## config.mk

```make
export PLATFORM = sky130hd
export DESIGN_NAME = vram_arbiter
export DESIGN_NICKNAME = d
export VERILOG_FILES = /design/src/rtl/vram_arbiter.sv
export SDC_FILE = /design/constraint.sdc
export NUM_CORES = 1
export LEC_CHECK = 0
export CORE_UTILIZATION = 60
export CTS_BUF_LIST = sky130_fd_sc_hd__clkbuf_4 sky130_fd_sc_hd__clkbuf_8
export CTS_CLUSTER_DIAMETER = 40
export CTS_CLUSTER_SIZE = 25
export DETAILED_ROUTE_END_ITERATION = 10
export DONT_BUFFER_PORTS = 1
export HOLD_SLACK_MARGIN = 0.1
export MAX_ROUTING_LAYER = met4
export PLACE_DENSITY = 0.79
export REMOVE_ABC_BUFFERS = 1
export SYNTH_ARGS = -nofsm -noshare
export SYNTH_HDL_FRONTEND = slang
export SYNTH_SLANG_ARGS = --single-unit
```

## constraint.sdc

```tcl
create_clock -name clk -period 5.7 [get_ports clk]
set_clock_uncertainty 0.1 [all_clocks]
set_input_delay 1.14 -clock clk [delete_from_list [all_inputs] [get_ports clk]]
set_output_delay 1.14 -clock clk [all_outputs]
set_load 0.01 [all_outputs]
```

## src/rtl/vram_arbiter.sv

```systemverilog
// vram_arbiter: single owner of the PPU VRAM port and the palette write port.
// The renderer fetch path has strict priority and is never stalled. CPU $2007
// accesses wait in a one-entry slot and issue only in cycles the renderer
// leaves idle. Also holds the $2006 address latch (v/w), the $2007 read buffer
// and the +1/+32 address auto-increment.
// Optional build macro: ARB_VBLANK_ONLY_EN restricts CPU issue to vblank=1.
module vram_arbiter #(
  parameter int RD_LATENCY = 1,   // VRAM read latency in cycles, 1..4
  parameter int ADDR_W     = 14   // PPU address width, 9..16
) (
  input  logic        clk,
  input  logic        reset,
  input  logic        rnd_req,
  input  logic [15:0] rnd_addr,
  output logic        rnd_valid,
  output logic [7:0]  rnd_data,
  input  logic        cpu_addr_wr,
  input  logic        cpu_data_wr,
  input  logic        cpu_data_rd,
  input  logic [7:0]  cpu_wdata,
  input  logic        inc32,
  input  logic        vblank,
  output logic [7:0]  cpu_rdata,
  output logic        cpu_busy,
  output logic [15:0] VRAM_addr,
  output logic        VRAM_WE,
  output logic [7:0]  VRAM_data_in,
  input  logic [7:0]  VRAM_data_out,
  output logic        palette_WE,
  output logic [4:0]  pal_addr,
  output logic [7:0]  palette_data_in
);

  typedef enum logic [1:0] {
    TAG_NONE = 2'd0,
    TAG_RND  = 2'd1,
    TAG_CPU  = 2'd2
  } tag_e;

  // IDLE: slot empty. ISSUE: slot holds a CPU op waiting for a free port cycle.
  typedef enum logic {
    IDLE  = 1'b0,
    ISSUE = 1'b1
  } state_e;

  localparam logic [ADDR_W-1:0] PAL_BASE      = ADDR_W'(16'h3F00);
  localparam logic [ADDR_W-1:0] PAL_READ_MASK = ADDR_W'(16'h2FFF);

  state_e            state_q, state_d;
  logic [ADDR_W-1:0] v_q, v_d;
  logic              w_q, w_d;
  logic              slotWrite_q;
  logic [ADDR_W-1:0] slotAddr_q;
  logic [7:0]        slotData_q;
  tag_e              tagPipe_q [RD_LATENCY];
  tag_e              tagIn;
  tag_e              tagOut;
  logic [7:0]        cpuRdata_q;

  logic              capture;
  logic              cpuAllowed;
  logic              grantRnd;
  logic              issueCpu;
  logic              slotIsPal;
  logic [4:0]        palAddrMirrored;
  logic [ADDR_W-1:0] incStep;
  logic              unusedBits;

`ifdef ARB_VBLANK_ONLY_EN
  assign cpuAllowed = vblank;
  assign unusedBits = ^{1'b0, rnd_addr};
`else
  assign cpuAllowed = 1'b1;
  assign unusedBits = ^{vblank, rnd_addr};
`endif

  // Renderer wins the port whenever it asks; gated by reset so every output is 0 in reset.
  assign grantRnd  = reset & rnd_req;
  assign capture   = (state_q == IDLE) & (cpu_data_wr | cpu_data_rd);
  assign issueCpu  = (state_q == ISSUE) & ~rnd_req & cpuAllowed;
  assign slotIsPal = (slotAddr_q >= PAL_BASE);
  assign incStep   = inc32 ? ADDR_W'(32) : ADDR_W'(1);

  // Palette entries 10/14/18/1C alias the backdrop entries 00/04/08/0C.
  assign palAddrMirrored = {slotAddr_q[4] & (slotAddr_q[1:0] != 2'b00), slotAddr_q[3:0]};

  // Address latch and auto-increment; a data strobe uses v before any same-cycle $2006 update.
  always_comb begin
    v_d = v_q;
    w_d = w_q;
    if (capture) begin
      v_d = v_q + incStep;
    end
    if (cpu_addr_wr) begin
      if (!w_q) begin
        v_d[ADDR_W-1:8] = cpu_wdata[ADDR_W-9:0];
      end else begin
        v_d[7:0] = cpu_wdata;
      end
      w_d = ~w_q;
    end
  end

  // Latch state and the one-entry CPU slot; write wins over a simultaneous read.
  always_ff @(posedge clk or negedge reset) begin
    if (!reset) begin
      v_q         <= '0;
      w_q         <= 1'b0;
      slotWrite_q <= 1'b0;
      slotAddr_q  <= '0;
      slotData_q  <= '0;
    end else begin
      v_q <= v_d;
      w_q <= w_d;
      if (capture) begin
        slotWrite_q <= cpu_data_wr;
        slotAddr_q  <= v_q;
        slotData_q  <= cpu_wdata;
      end
    end
  end

  // FSM state register.
  always_ff @(posedge clk or negedge reset) begin
    if (!reset) begin
      state_q <= IDLE;
    end else begin
      state_q <= state_d;
    end
  end

  // FSM next state: fill on a captured strobe, empty in the cycle the op issues.
  always_comb begin
    state_d = state_q;
    case (state_q)
      IDLE:    if (capture)  state_d = ISSUE;
      ISSUE:   if (issueCpu) state_d = IDLE;
      default: state_d = IDLE;
    endcase
  end

  // FSM outputs: per-cycle port ownership and the tag entering the read pipe.
  always_comb begin
    VRAM_addr       = '0;
    VRAM_WE         = 1'b0;
    VRAM_data_in    = '0;
    palette_WE      = 1'b0;
    pal_addr        = '0;
    palette_data_in = '0;
    tagIn           = TAG_NONE;
    if (grantRnd) begin
      VRAM_addr = 16'(rnd_addr[ADDR_W-1:0]);
      tagIn     = TAG_RND;
    end else if (issueCpu) begin
      if (slotWrite_q) begin
        if (slotIsPal) begin
          palette_WE      = 1'b1;
          pal_addr        = palAddrMirrored;
          palette_data_in = slotData_q;
        end else begin
          VRAM_addr    = 16'(slotAddr_q);
          VRAM_WE      = 1'b1;
          VRAM_data_in = slotData_q;
        end
      end else begin
        VRAM_addr = 16'(slotIsPal ? (slotAddr_q & PAL_READ_MASK) : slotAddr_q);
        tagIn     = TAG_CPU;
      end
    end
  end

  // Owner-tag pipe, one stage per cycle of VRAM read latency.
  always_ff @(posedge clk or negedge reset) begin
    if (!reset) begin
      for (int i = 0; i < RD_LATENCY; i++) begin
        tagPipe_q[i] <= TAG_NONE;
      end
    end else begin
      tagPipe_q[0] <= tagIn;
      for (int i = 1; i < RD_LATENCY; i++) begin
        tagPipe_q[i] <= tagPipe_q[i-1];
      end
    end
  end

  assign tagOut = tagPipe_q[RD_LATENCY-1];

  // $2007 read buffer, refilled when a CPU-tagged read returns.
  always_ff @(posedge clk or negedge reset) begin
    if (!reset) begin
      cpuRdata_q <= '0;
    end else if (tagOut == TAG_CPU) begin
      cpuRdata_q <= VRAM_data_out;
    end
  end

  assign rnd_valid = (tagOut == TAG_RND);
  assign rnd_data  = rnd_valid ? VRAM_data_out : 8'h00;
  assign cpu_rdata = cpuRdata_q;
  assign cpu_busy  = (state_q == ISSUE);

endmodule

```

==> results.toml <==
[timing]
max_slew_margin_pct = 31.55
min_period_ps = 3768
hold_viol = 0
setup_viol = 0
worstMarginPinSlew_ps = 1027
hold_slack_ps = 388.8
fin_tns_setup_ps = 0
fmax_mhz = 265.4
drv_slew = 0
period_share_pct = 66.10
rsz0062_at_grt = "no"

[worst_setup_path]
path_max_fanout = 14
crit_arrival_ps = 2530
critPathRequiredTime_ps = 4460
endpoint_kind = "output port"
critPathKind = "in -> out"
startpoint_type = "input port"

[clocking]
clockBufferDepth = 2
cts_tree = "built"
postCtsSetupBuffers = 0
cts_sinks = 49
post_cts_resized = 0
clkTransAtPathRegs_ps = 90
cts_root_buffer = "clkbuf_8"
clock_latency_ps = 310
htree_levels = 2
cts_buffers = 5
hold_buffers = 0

[logic_synthesis]
synthSimpleGateAreaFrac_pct = 27.00
yosys_warnings = 0
seq_area_frac_synth_pct = 48.28
syn-cell-area_sq_um = 2540
async_flop_share_pct = 100.0
synth_top_family_by_area = "simple AND/OR/NAND/NOR gates"
synthAdderAreaFrac_pct = 1.478
yosys.area.top_type = "dfrtp_1"
yosys_most_used_dff = "dfrtp_1"
synth-edff-count = 0
synth.area.top_cells = "dfrtp_1 (48%), nand2_1 (10%), and2_1 (7.1%), a22o_1 (4.5%), mux2_2 (4.0%)"
synth_compound_area_share_pct = 13.79
synthXorXnorAreaFrac_pct = 1.724
synth.area.mux_share_pct = 3.990
synthTopCellsByCount = "nand2_1 (71), dfrtp_1 (49), and2_1 (29), nor2_1 (15), a22o_1 (13)"
yosysUniqueCellTypes = 35
syn_avg_cell_area_sq_um = 9.169
synth-seq-cells = 49
synth_cells = 277
synth.most_common_cell = "nand2_1"
synth_top_area_share_pct = 48.28

[finish]
num-fill-cells = 342
drive_above_1_share_pct = 8.856
antenna_cells = 0
fin_area_sq_um = 2680
final_util_pct = 66.52
areaGrowthSynthToFinish_pct = 5.517
fin_nets = 313

[die]
initial_utilization_pct = 63.04
row_count = 23
io_pins = 97
dieArea_sq_um = 4498
core_area_sq_um = 4029
die_x_um = 67.07
die_h_um = 67.07

[power_and_ir_drop]
p_total_w = 0.001208
ir_drop_v = 0.0002468
p_leak_nw = 1.228
powerDensity_nw_per_um2 = 450.7

[global_routing]
grt_max_degree = 51
grt-ovfl-total = 0
grt_pass1_wl_um = 8307
antenna_found_initial = 0
grt_pass1_vias = 1716
grt.total_usage_pct = 26.86

[place]
portBuffers = 0
place_area_sq_um = 2546
place_hpwl_um = 3792
gp_congestion = 0.8723

[job]
drv_cap = 0

[drt]
wirelength_um = 5522
drt_iter0_drc = 120
via_per_inst = 6.028
drtPass1Iterations = 4
vias = 1935
detail_route.wl_per_cell_um = 17.20
ant_nets = 0
drc_errors = 0

[min_path]
hp-class = "reg -> reg"

[run_status]
status = "finished, final reports clean"
[flip-flops by register name (all words and copies together) (netlist names)]
| register | count |
|---|---|
| v_q | 14 |
| slotWrite_q | 1 |
| slotData_q | 8 |
| cpu_rdata | 8 |
| slotAddr_q | 14 |
| cpu_busy | 1 |
| tagOut | 2 |
| w_q | 1 |
[kinds of logic (layout without fill, tap and decap cells)]
| logic type | Yosys count | after routing |
|---|---|---|
| muxes | 9 | 9 |
| buffers and inverters | 21 | 14 |
| DFF | 49 | 49 |
| xor gates and xnor gates | 5 | 5 |
| AOI/OAI and AO/OA | 46 | 46 |
| and+or+nand+nor | 143 | 143 |
| other | 1 | 2 |
| adders and majority gates | 3 | 3 |
[metrics by stage]
stage	setup slack [ps]	instances
floorplan	2093	262
global placement	1918	313
detailed placement	1870	313
CTS	1857	321
global route	1873	321
finish	1932	321
[per-layer routing]
metal	part of all wire (%)	vias up	GRT usage [%]
li1	-	922	-
met1	42	930	32.12
met2	51	78	43.88
met3	6.1	5	6.678
met4	1.2	0	9.309
met5	0	-	-
[cell type report]
cell class | instances | area, sq um | area share [%]
well taps | 50 | 62.56 | 2.334
flip-flops and latches | 49 | 1226 | 45.75
clock buffers | 5 | 68.82 | 2.568
clock inverters | 3 | 65.06 | 2.428
repair buffers | 1 | 7.507 | 0.2801
inverters | 5 | 18.77 | 0.7003
multi-input cells | 208 | 1231 | 45.94
[final timing paths]
path,startpoint,end,slack (ps),cells past startpoint
max in group asynchronous,reset,cpu_rdata[4],5000,0
min in group asynchronous,reset,slotData_q[5],410,0
setup / recovery,rnd_req,pal_addr[4],1930,4
hold reg to reg,slotData_q[6],slotData_q[6],390,2
setup reg to reg,cpu_busy,v_q[13],3610,4
hold / removal,slotData_q[6],slotData_q[6],390,2
[layout by cell type (no fill, tap or decap), types with 2 or more instances in the layout]
cell type  instances
clkbuf_8           5
conb_1             2
xor2_1             5
mux2_2             9
ha_1               3
or3_1              4
o31ai_1            2
inv_1              5
a21oi_1            5
nand3_1            4
dfrtp_1           49
nor2b_1            3
o311ai_2           2
nand4_1            4
o21ai_0            9
a31oi_1            9
and2_1            29
nor2_1            15
or4_1              3
o211ai_1           2
nand2_1           71
bufinv_16          2
a22o_1            13
nand2b_1           4
[worst max-delay path, stage by stage]
cell     delay, ps
nor2b_1        180
nand2_1        110
nor3_2         770
o211a_1        320
[report_power, final]
group | internal, W | switching, W
Sequential | 0.000481 | 0.000132
Clock | 0.000174 | 0.000115
Combinational | 0.000131 | 0.000174
Total | 0.000786 | 0.000422
No activity file was read; power rests on OpenSTA's default activity.
